File: src/rtl/obi_read_burst_pkg.sv
// Shared FSM encoding for the OBI read burst manager.
package obi_read_burst_pkg;

  typedef logic [1:0] state_t;

  localparam state_t StIdle  = 2'd0;
  localparam state_t StIssue = 2'd1;
  localparam state_t StDrain = 2'd2;

endpackage

File: src/rtl/obi_read_burst_manager_fifo.sv
// Response buffer with the common_cells fifo_v3 interface; synchronous active-low reset.
module fifo_v3 #(
  parameter bit          FALL_THROUGH = 1'b0,
  parameter int unsigned DATA_WIDTH   = 32,
  parameter int unsigned DEPTH        = 4
) (
  input  logic                  clk_i,
  input  logic                  rst_ni,
  input  logic                  flush_i,
  output logic                  full_o,
  output logic                  empty_o,
  input  logic [DATA_WIDTH-1:0] data_i,
  input  logic                  push_i,
  output logic [DATA_WIDTH-1:0] data_o,
  input  logic                  pop_i
);

  localparam int unsigned PtrWidth = (DEPTH > 1) ? $clog2(DEPTH) : 1;
  localparam int unsigned CntWidth = $clog2(DEPTH + 1);

  logic [DATA_WIDTH-1:0] r_mem [DEPTH];
  logic [PtrWidth-1:0]   r_rd_ptr;
  logic [PtrWidth-1:0]   r_wr_ptr;
  logic [CntWidth-1:0]   r_count;
  logic                  w_mem_empty;
  logic                  w_bypass;
  logic                  w_push;
  logic                  w_pop;

  function automatic logic [PtrWidth-1:0] next_ptr(input logic [PtrWidth-1:0] ptr);
    if (ptr == PtrWidth'(DEPTH - 1)) begin
      return {PtrWidth{1'b0}};
    end else begin
      return ptr + PtrWidth'(1);
    end
  endfunction

  assign w_mem_empty = (r_count == {CntWidth{1'b0}});
  assign full_o      = (r_count == CntWidth'(DEPTH));
  // In fall-through mode a push into an empty FIFO popped in the same cycle is never stored.
  assign w_bypass    = FALL_THROUGH && w_mem_empty && push_i && pop_i;
  assign empty_o     = FALL_THROUGH ? (w_mem_empty && !push_i) : w_mem_empty;
  assign data_o      = (FALL_THROUGH && w_mem_empty) ? data_i : r_mem[r_rd_ptr];
  assign w_push      = push_i && !full_o && !w_bypass;
  assign w_pop       = pop_i && !w_mem_empty;

  // Storage, pointers and occupancy.
  always_ff @(posedge clk_i) begin
    if (!rst_ni) begin
      r_rd_ptr <= {PtrWidth{1'b0}};
      r_wr_ptr <= {PtrWidth{1'b0}};
      r_count  <= {CntWidth{1'b0}};
      for (int i = 0; i < int'(DEPTH); i++) begin
        r_mem[i] <= {DATA_WIDTH{1'b0}};
      end
    end else if (flush_i) begin
      r_rd_ptr <= {PtrWidth{1'b0}};
      r_wr_ptr <= {PtrWidth{1'b0}};
      r_count  <= {CntWidth{1'b0}};
    end else begin
      if (w_push) begin
        r_mem[r_wr_ptr] <= data_i;
        r_wr_ptr        <= next_ptr(r_wr_ptr);
      end
      if (w_pop) begin
        r_rd_ptr <= next_ptr(r_rd_ptr);
      end
      case ({w_push, w_pop})
        2'b10:   r_count <= r_count + CntWidth'(1);
        2'b01:   r_count <= r_count - CntWidth'(1);
        default: r_count <= r_count;
      endcase
    end
  end

endmodule

File: src/rtl/obi_read_burst_manager_sva.sv
// Protocol checks for the OBI read burst manager, instantiated inside the top.
module obi_read_burst_manager_sva #(
  parameter int unsigned AddrWidth      = 32,
  parameter int unsigned CntWidth       = 3,
  parameter int unsigned MaxOutstanding = 4
) (
  input logic                 clk_i,
  input logic                 rst_ni,
  input logic                 obi_req_i,
  input logic                 obi_gnt_i,
  input logic [AddrWidth-1:0] obi_addr_i,
  input logic                 obi_rvalid_i,
  input logic [CntWidth-1:0]  pending_i,
  input logic [CntWidth-1:0]  credits_i
);

  a_no_stray_rsp: assert property (@(posedge clk_i) disable iff (!rst_ni)
    obi_rvalid_i |-> (pending_i != CntWidth'(0)))
    else $error("OBI response without an outstanding request");

  a_req_held: assert property (@(posedge clk_i) disable iff (!rst_ni)
    (obi_req_i && !obi_gnt_i) |=> (obi_req_i && $stable(obi_addr_i)))
    else $error("OBI request dropped or address changed before grant");

  a_credit_bound: assert property (@(posedge clk_i) disable iff (!rst_ni)
    credits_i <= CntWidth'(MaxOutstanding))
    else $error("credit counter above MaxOutstanding");

endmodule

File: src/rtl/obi_read_burst_manager.sv
// OBI read manager: one linear descriptor becomes a credit-limited stream of OBI reads
// whose responses come back as a ready/valid beat stream with a last flag.
module obi_read_burst_manager
  import obi_read_burst_pkg::*;
#(
  parameter int unsigned AddrWidth      = 32,
  parameter int unsigned DataWidth      = 32,
  parameter int unsigned LenWidth       = 16,
  parameter int unsigned MaxOutstanding = 4
) (
  input  logic                   clk_i,
  input  logic                   rst_ni,
  input  logic                   desc_valid_i,
  output logic                   desc_ready_o,
  input  logic [AddrWidth-1:0]   desc_addr_i,
  input  logic [LenWidth-1:0]    desc_num_beats_i,
  output logic                   obi_req_o,
  input  logic                   obi_gnt_i,
  output logic [AddrWidth-1:0]   obi_addr_o,
  output logic                   obi_we_o,
  output logic [DataWidth/8-1:0] obi_be_o,
  input  logic                   obi_rvalid_i,
  output logic                   obi_rready_o,
  input  logic [DataWidth-1:0]   obi_rdata_i,
  input  logic                   obi_err_i,
  output logic                   data_valid_o,
  input  logic                   data_ready_i,
  output logic [DataWidth-1:0]   data_o,
  output logic                   data_err_o,
  output logic                   data_last_o,
  output logic                   busy_o
);

  localparam int unsigned BeWidth  = DataWidth / 8;
  localparam int unsigned CntWidth = $clog2(MaxOutstanding + 1);
  localparam logic [AddrWidth-1:0] AddrMask = ~AddrWidth'(BeWidth - 1);

  typedef struct packed {
    logic [DataWidth-1:0] data;
    logic                 err;
  } beat_t;

  state_t               r_state;
  state_t               w_state_nxt;
  logic [AddrWidth-1:0] r_addr;
  logic [LenWidth-1:0]  r_issue_left;
  logic [LenWidth-1:0]  r_num_beats;
  logic [LenWidth-1:0]  r_out_cnt;
  logic [CntWidth-1:0]  r_credits;
  logic [CntWidth-1:0]  r_pending;
  logic                 w_desc_hs;
  logic                 w_grant;
  logic                 w_push;
  logic                 w_pop;
  logic                 w_fifo_full;
  logic                 w_fifo_empty;
  beat_t                w_push_beat;
  beat_t                w_pop_beat;

  assign desc_ready_o = (r_state == StIdle);
  assign busy_o       = (r_state != StIdle);
  assign w_desc_hs    = desc_valid_i && desc_ready_o;
  // A request only goes out while a credit is free, so the FIFO can always absorb its response.
  assign obi_req_o    = (r_state == StIssue) && (r_credits != CntWidth'(0));
  assign obi_addr_o   = r_addr;
  assign obi_we_o     = 1'b0;
  assign obi_be_o     = {BeWidth{1'b1}};
  assign w_grant      = obi_req_o && obi_gnt_i;

  assign obi_rready_o = !w_fifo_full;
  assign w_push       = obi_rvalid_i && obi_rready_o && (r_pending != CntWidth'(0));
  assign w_push_beat  = '{data: obi_rdata_i, err: obi_err_i};

  assign data_valid_o = !w_fifo_empty;
  assign data_o       = w_pop_beat.data;
  assign data_err_o   = w_pop_beat.err;
  assign data_last_o  = data_valid_o && (r_out_cnt == (r_num_beats - LenWidth'(1)));
  assign w_pop        = data_valid_o && data_ready_i;

  fifo_v3 #(
    .FALL_THROUGH (1'b0),
    .DATA_WIDTH   (DataWidth + 1),
    .DEPTH        (MaxOutstanding)
  ) i_rsp_fifo (
    .clk_i   (clk_i),
    .rst_ni  (rst_ni),
    .flush_i (1'b0),
    .full_o  (w_fifo_full),
    .empty_o (w_fifo_empty),
    .data_i  (w_push_beat),
    .push_i  (w_push),
    .data_o  (w_pop_beat),
    .pop_i   (w_pop)
  );

  // Next-state decode for the descriptor FSM.
  always_comb begin
    w_state_nxt = r_state;
    case (r_state)
      StIdle: begin
        if (w_desc_hs && (desc_num_beats_i != {LenWidth{1'b0}})) begin
          w_state_nxt = StIssue;
        end else begin
          w_state_nxt = StIdle;
        end
      end
      StIssue: begin
        if (w_grant && (r_issue_left == LenWidth'(1))) begin
          w_state_nxt = StDrain;
        end else begin
          w_state_nxt = StIssue;
        end
      end
      StDrain: begin
        if (w_pop && data_last_o) begin
          w_state_nxt = StIdle;
        end else begin
          w_state_nxt = StDrain;
        end
      end
      default: w_state_nxt = StIdle;
    endcase
  end

  // State, address/beat counters, credits and outstanding-response count.
  always_ff @(posedge clk_i) begin
    if (!rst_ni) begin
      r_state      <= StIdle;
      r_addr       <= {AddrWidth{1'b0}};
      r_issue_left <= {LenWidth{1'b0}};
      r_num_beats  <= {LenWidth{1'b0}};
      r_out_cnt    <= {LenWidth{1'b0}};
      r_credits    <= CntWidth'(MaxOutstanding);
      r_pending    <= {CntWidth{1'b0}};
    end else begin
      r_state <= w_state_nxt;
      if (w_desc_hs) begin
        r_addr       <= desc_addr_i & AddrMask;
        r_issue_left <= desc_num_beats_i;
        r_num_beats  <= desc_num_beats_i;
        r_out_cnt    <= {LenWidth{1'b0}};
      end else begin
        if (w_grant) begin
          r_addr       <= r_addr + AddrWidth'(BeWidth);
          r_issue_left <= r_issue_left - LenWidth'(1);
        end
        if (w_pop) begin
          r_out_cnt <= r_out_cnt + LenWidth'(1);
        end
      end
      case ({w_grant, w_pop})
        2'b10:   r_credits <= r_credits - CntWidth'(1);
        2'b01:   r_credits <= r_credits + CntWidth'(1);
        default: r_credits <= r_credits;
      endcase
      case ({w_grant, w_push})
        2'b10:   r_pending <= r_pending + CntWidth'(1);
        2'b01:   r_pending <= r_pending - CntWidth'(1);
        default: r_pending <= r_pending;
      endcase
    end
  end

  obi_read_burst_manager_sva #(
    .AddrWidth      (AddrWidth),
    .CntWidth       (CntWidth),
    .MaxOutstanding (MaxOutstanding)
  ) i_sva (
    .clk_i        (clk_i),
    .rst_ni       (rst_ni),
    .obi_req_i    (obi_req_o),
    .obi_gnt_i    (obi_gnt_i),
    .obi_addr_i   (obi_addr_o),
    .obi_rvalid_i (obi_rvalid_i),
    .pending_i    (r_pending),
    .credits_i    (r_credits)
  );

endmodule

File: config.mk
export PLATFORM = sky130hd
export DESIGN_NAME = obi_read_burst_manager
export DESIGN_NICKNAME = d
export VERILOG_FILES = /design/src/rtl/obi_read_burst_pkg.sv /design/src/rtl/obi_read_burst_manager_fifo.sv /design/src/rtl/obi_read_burst_manager_sva.sv /design/src/rtl/obi_read_burst_manager.sv
export SDC_FILE = /design/constraint.sdc
export NUM_CORES = 1
export LEC_CHECK = 0
export BUFFER_PORTS_ARGS = -buffer_cell sky130_fd_sc_hd__buf_2
export CAP_MARGIN = 20
export CORE_MARGIN = 8
export CORE_UTILIZATION = 62
export CTS_CLUSTER_DIAMETER = 40
export DETAILED_ROUTE_END_ITERATION = 12
export HOLD_SLACK_MARGIN = 0.06
export PLACE_DENSITY = 0.86
export SETUP_SLACK_MARGIN = 0.3
export SYNTH_ARGS = -nofsm -noshare
export SYNTH_HDL_FRONTEND = slang
export SYNTH_SLANG_ARGS = --single-unit
File: constraint.sdc
create_clock -name clk_i -period 7.4 [get_ports clk_i]
set_clock_uncertainty 0.1 [all_clocks]
set_input_delay 0.74 -clock clk_i [delete_from_list [all_inputs] [get_ports clk_i]]
set_output_delay 0.74 -clock clk_i [all_outputs]
set_load 0.01 [all_outputs]
==> flow_summary.ini, run 1 <==
[yosys]
synth_edf_count = 132
synth.avg_cell_area_um2 = 11.2
yosysTopAreaCell = edfxtp_1
async_flop_share_pct = 0
yosys.area_share.simple_pct = 20.8
synth.area.top_cells = edfxtp_1 36%, dfxtp_1 17%, and2_1 7.7%
synth_cells = 970
yosys_warnings = 0
synth.distinct_cells = 65
synth_xor_xnor_area_share_pct = 4.34
synth.most_common_cell = and2_1
synth_compound_area_share_pct = 8.22
synth.cells.most_frequent = 135 x and2_1, 132 x edfxtp_1, 95 x dfxtp_1
synth_seq_area_share_pct = 53.8
synth_top_area_share_pct = 36.4
syn_area_mm2 = 0.0109
ys_ff_latch = 227
synth_top_family_by_area = simple AND/OR/NAND/NOR gates
synthAdderAreaFrac_pct = 1.70
muxShareOfSynthArea_pct = 7.41
ys.flop_type = edfxtp_1

[clock_tree]
htree_levels = 2
clock_path_buffers = 3
cts-root-buf = clkbuf_16
cts_tree = built
clk_latency_ps = 500
cts_hold_buf = 0
clock-sinks = 227
clk_pin_slew_ps = 60
numCtsBuffers = 34
cts_setup_buffers = 0
cts_resized = 0

[worst_setup_path]
cp-startpoint = r_num_beats[0]
path_max_fanout = 8
end_kind = output pin
cp_data_arrival_time_ps = 3050
worstReg2RegStart = r_credits[0]
critPathRequiredTime_ps = 6560
critPathLaunchType = register
criticalPathCategory = register to output pin

[pwr]
p_comb_share_pct = 18.0
clkPwrFrac_pct = 41.7
seqPwrFrac_pct = 40.3
p_leak_nw = 5.09
p_int_mw = 2.78
pwr_density_cell_mw_per_mm2 = 297
peakVddDrop_uv = 214
p_switching_mw = 1.06
swShare_pct = 27.6

[routing]
wl_per_cell_um = 19.9
first_iter_violations = 494
viasPerCell = 5.93
drcViolationCount = 0
dr.pass1.iters = 7
drtAntennaViolNets = 0
wirelength_um = 27300
vias = 8136

[global_route]
grt_overflow = 0
grt_pass1_wl_um = 43600
first_global_vias = 8394
grt_usage_pct = 24.9
grt_antenna_before_repair = 4
grt_max_degree = 71

[final_layout]
syn2layout_area_growth_pct = 18.8
fill_cells = 1112
fin_nets = 1220
layout-drive-gt1-share_pct = 24.5
post_layout_nonfiller_instances = 1373

[flow_run]
drv_cap = 0

[placed_design]
hpwl_um = 16900
numPortBuffers = 153
globalplace.congestion = 0.857
dp_cells = 1309

[floorplan]
core_mm2 = 0.0172
num_io_pins = 163
die_x_um = 149
num_rows = 48
start_util_pct = 63.2
die_area_mm2 = 0.0221
die_h_um = 149

[sta]
fmaxAchievable_mhz = 257
tightest_slew_ps = 759
maxSlewHeadroom_pct = 49.4
rsz0062_at_grt = no
setup_viol = 0
hold_viol_final = 0
report.final.slew_viol_count = 0
tns_ps = 0
finalCritPeriodShare_pct = 52.6
period_minus_slack_ps = 3890

[run_status]
outcome = finished, final reports clean

[min_path]
hp-class = register to register
hold_start = r_num_beats[14]
cell families (layout without fill, tap and decap cells):
group / after synthesis / count (layout)
and+or+nand+nor: 410 / 410
DFF: 227 / 227
AOI/OAI and AO/OA: 141 / 141
buffers and inverters: 84 / 254
xor gates and xnor gates: 54 / 54
muxes: 39 / 39
adders and majority gates: 13 / 13
other: 2 / 10
cell usage in the layout (no fill, tap or decap), types with 5 or more instances in the layout:
cell type,count
buf_2,153
and2_1,135
edfxtp_1,132
dfxtp_1,94
nand2_1,84
nor2_1,68
a21oi_1,51
clkbuf_16,35
mux4_2,33
xor2_1,29
o21ai_0,26
nand3_1,25
xnor2_1,25
inv_1,24
nor4_1,15
buf_4,13
nor3_1,12
nand4_1,12
a31oi_1,12
and3_1,12
a211oi_1,11
ha_1,10
or3_1,9
nand2b_1,9
conb_1,7
a311oi_1,6
clkinv_2,6
a221oi_1,5
flip-flops by register name, indices dropped and copies added (netlist names), named ones only:
register             cells
i_rsp_fifo.r_wr_ptr      2
obi_addr_o              30
r_credits                3
i_rsp_fifo.r_count       3
r_pending                3
i_rsp_fifo.r_rd_ptr      2
i_rsp_fifo.r_mem       132
r_num_beats             16
r_state                  2
r_out_cnt               16
r_issue_left            16
path summary, 6_finish.rpt:
| check | cells past startpoint | endpoint | slack, ps |
|---|---|---|---|
| worst max-delay path | 9 | data_last_o | 3510 |
| worst min-delay path | 2 | r_num_beats[14] | 390 |
| worst max register to register | 8 | r_issue_left[13] | 4200 |
| worst min register to register | 2 | r_num_beats[14] | 390 |
stage by stage:
stage | hold slack (ps) | setup WS [ps] | total power, mW | util (%) | instance area (µm²)
after CTS | 382 | 3470 | 3.87 | 75.1 | 12900
after floorplan | 349 | 3510 | 2.02 | - | 10900
after global placement | 352 | 4010 | 2.22 | 68.4 | 11800
after detailed placement | 376 | 3940 | 2.25 | 68.4 | 11800
after global routing | 411 | 3230 | 4.00 | 75.1 | 12900
final | 388 | 3510 | 3.84 | 75.1 | 12900
cell type report:
cell class | count | area, µm² | area share, %
flip-flops and latches | 227 | 5870 | 45.3
multi-input cells | 664 | 4680 | 36.2
clock buffers | 39 | 891 | 6.88
repair buffers | 166 | 863 | 6.67
well taps | 225 | 282 | 2.17
clock inverters | 22 | 249 | 1.92
inverters | 27 | 101 | 0.783
diodes | 3 | 7.51 | 0.0580
worst max-delay path, cell delays in order (launching register included):
cell	delay, ps
dfxtp_1	350
inv_1	70
ha_1	250
nor4b_4	460
nand2_1	180
xnor2_1	160
nor4_1	200
mux2i_1	170
nor4_1	480
buf_2	220
layer usage:
metal	part of all wire (%)	vias up	global-route usage (%)
met5	0.029	-	0
met3	8.9	72	6.38
li1	-	3788	-
met4	3.2	2	10.5
met2	50	379	42.0
met1	38	3895	29.6
power by group through the flow:
stage                     Combinational [mW]  Clock (mW)  Sequential (mW)
after global routing                   0.757        1.68             1.56
after detailed placement               0.683           0             1.57
after CTS                              0.696        1.63             1.55
after global placement                 0.663           0             1.56
final                                  0.690        1.60             1.55
after floorplan                        0.477           0             1.55
(Power assumes the default switching activity.)
==> inputs of run 2 (changes only) <==
--- a/config.mk
+++ b/config.mk
@@ -8,11 +8,11 @@
 export BUFFER_PORTS_ARGS = -buffer_cell sky130_fd_sc_hd__buf_2
 export CAP_MARGIN = 20
 export CORE_MARGIN = 8
-export CORE_UTILIZATION = 62
+export CORE_UTILIZATION = 52
 export CTS_CLUSTER_DIAMETER = 40
 export DETAILED_ROUTE_END_ITERATION = 12
 export HOLD_SLACK_MARGIN = 0.06
-export PLACE_DENSITY = 0.86
+export PLACE_DENSITY = 0.77
 export SETUP_SLACK_MARGIN = 0.3
 export SYNTH_ARGS = -nofsm -noshare
 export SYNTH_HDL_FRONTEND = slang
==> constraint.sdc (replaced) <==
create_clock -name clk_i -period 3.39 [get_ports clk_i]
set_clock_uncertainty 0.1 [all_clocks]
set_input_delay 0.339 -clock clk_i [delete_from_list [all_inputs] [get_ports clk_i]]
set_output_delay 0.339 -clock clk_i [all_outputs]
set_load 0.01 [all_outputs]
==> run 2 against run 1 <==
Effect of this change: die area increased by 17%; non-clock buffer count increased by 82; cell area increased by 6.5%; worst hold slack got worse by 290 ps; critical path depth unchanged.
==> flow_summary.ini, run 2 (synthesis results as in run 1) <==
[final_layout]
layout-drive-gt1-share_pct = 24.1
layout_common_cells = 153 x buf_2, 135 x and2_1, 132 x edfxtp_1
top_register = i_rsp_fifo.r_mem
syn2layout_area_growth_pct = 26.5
fin_nets = 1299
largest_reg_flops = 132
antenna_cells = 0
post_layout_nonfiller_instances = 1497
final_common_cell = buf_2

[min_path]
hold_start = rst_ni
min_to = r_credits[2]
min_path_cells = 2
hp-class = primary input to register

[floorplan]
start_util_pct = 52.3
num_rows = 53
die_x_um = 161
die_area_mm2 = 0.0258
num_io_pins = 163
core_mm2 = 0.0208
die_h_um = 161

[worst_setup_path]
ff2ff_setup_slack_ps = 790
cp_data_arrival_time_ps = 2660
worstReg2RegStart = i_rsp_fifo.r_count[0]
path_max_fanout = 5
reg2reg_to = i_rsp_fifo.r_mem[2][2]
criticalPathCategory = register to output pin
critPathRequiredTime_ps = 2950
rr_worst_depth = 7
critPathLaunchType = register
end_kind = output pin

[sta]
hold_viol_final = 0
fmaxAchievable_mhz = 322
setup_viol = 0
period_minus_slack_ps = 3100
rsz0062_at_grt = yes
maxSlewHeadroom_pct = 34.6
tns_ps = 0
finalCritPeriodShare_pct = 91.5
holdWs_ps = 95.2
report.final.slew_viol_count = 0
tightest_slew_ps = 981
layout_setup_ws_ps = 287

[pwr]
seqPwrFrac_pct = 41.4
p_comb_share_pct = 19.3
p_leak_nw = 5.39
p_int_mw = 5.88
pwr_density_cell_mw_per_mm2 = 594
peakVddDrop_uv = 423
p_switching_mw = 2.31
clkPwrFrac_pct = 39.4
swShare_pct = 28.2

[placed_design]
dp_cells = 1358
globalplace.congestion = 0.825
numPortBuffers = 153
dpl_worst_slack_ps = 620
hpwl_um = 16500

[routing]
first_iter_violations = 503
drcViolationCount = 0
vias = 8349
dr.pass1.iters = 5
drtAntennaViolNets = 0
wirelength_um = 27400
viasPerCell = 5.58
wl_per_cell_um = 18.3

[clock_tree]
clock-sinks = 227
numCtsBuffers = 31
clock_path_buffers = 3
cts_tree = built
htree_levels = 1
cts-root-buf = clkbuf_16
clk_latency_ps = 530
clk_pin_slew_ps = 60

[run_status]
outcome = finished, final reports clean

[global_route]
grt_pass1_wl_um = 44600
grt_overflow = 0
use_met1_pct = 25.4
use_met2_pct = 35.5
grt_antenna_before_repair = 0
grt_max_degree = 71
grt_util_met3_pct = 4.94
busiest_layer = met2
first_global_vias = 8737
grt_usage_pct = 20.7

[flow_run]
drv_cap = 0
==> run 2: changes by cell type in the layout (fill, tap and decap cells not counted), sizes merged <==
cell and delta:
clkbuf -6, buf +3, dlygate4sd3 +79, bufinv -1
inv +4, clkinv -3, clkinvlp +1, diode -3
==> run 2: worst max path at each step <==
stage | slack, ps | endpoint | start
finish | 290 | data_last_o | r_num_beats[1]
global route | 170 | data_last_o | r_num_beats[0]
CTS | 310 | data_last_o | r_num_beats[1]
detailed placement | 620 | data_last_o | r_num_beats[0]
global placement | 670 | data_last_o | r_num_beats[0]
floorplan | 550 | i_rsp_fifo.r_mem[3][0] | i_rsp_fifo.r_count[0]
==> run 2: critical path, cell delays in order, from the launching register on <==
cell	delay [ps]
dfxtp_2	340
inv_2	60
ha_4	160
or4b_4	510
nor3_2	150
a221oi_1	130
o22ai_1	220
o21ai_2	90
nor4_2	300
buf_2	180
==> run 2: stage by stage <==
stage	power (mW)	util [%]	area (µm²)
global route	8.55	66.2	13800
global placement	4.87	57.0	11900
CTS	8.22	66.0	13700
finish	8.19	66.2	13800
floorplan	4.42	-	10900
detailed placement	4.91	57.0	11900
==> run 2: area by class of cell <==
cell class / count / area, µm²
repair buffers: 248 / 1690
well taps: 275 / 344
clock inverters: 23 / 253
flip-flops and latches: 227 / 5870
clock buffers: 33 / 783
fillers: 1505 / 7040
multi-input cells: 664 / 4740
inverters: 27 / 101
==> run 2: power groups by stage <==
stage	Sequential, mW	Combinational, mW	Clock, mW
finish	3.39	1.58	3.22
global route	3.42	1.73	3.40
CTS	3.39	1.57	3.26
detailed placement	3.44	1.47	0
global placement	3.43	1.45	0
floorplan	3.38	1.04	0
==> run 2: per-layer routing <==
metal	wire length (µm)	share of wire, %
met1	11200	41
met4	716	2.6
met3	2250	8.2
met2	13200	48
met5	0	0
==> run 2: repair_timing <==
action,CTS,global route
resized for setup,10,5
setup endpoints to repair,1,1
setup buffers,2,2
pin swaps,5,1
hold buffers,79,0
endpoints found under the hold margin,189,0
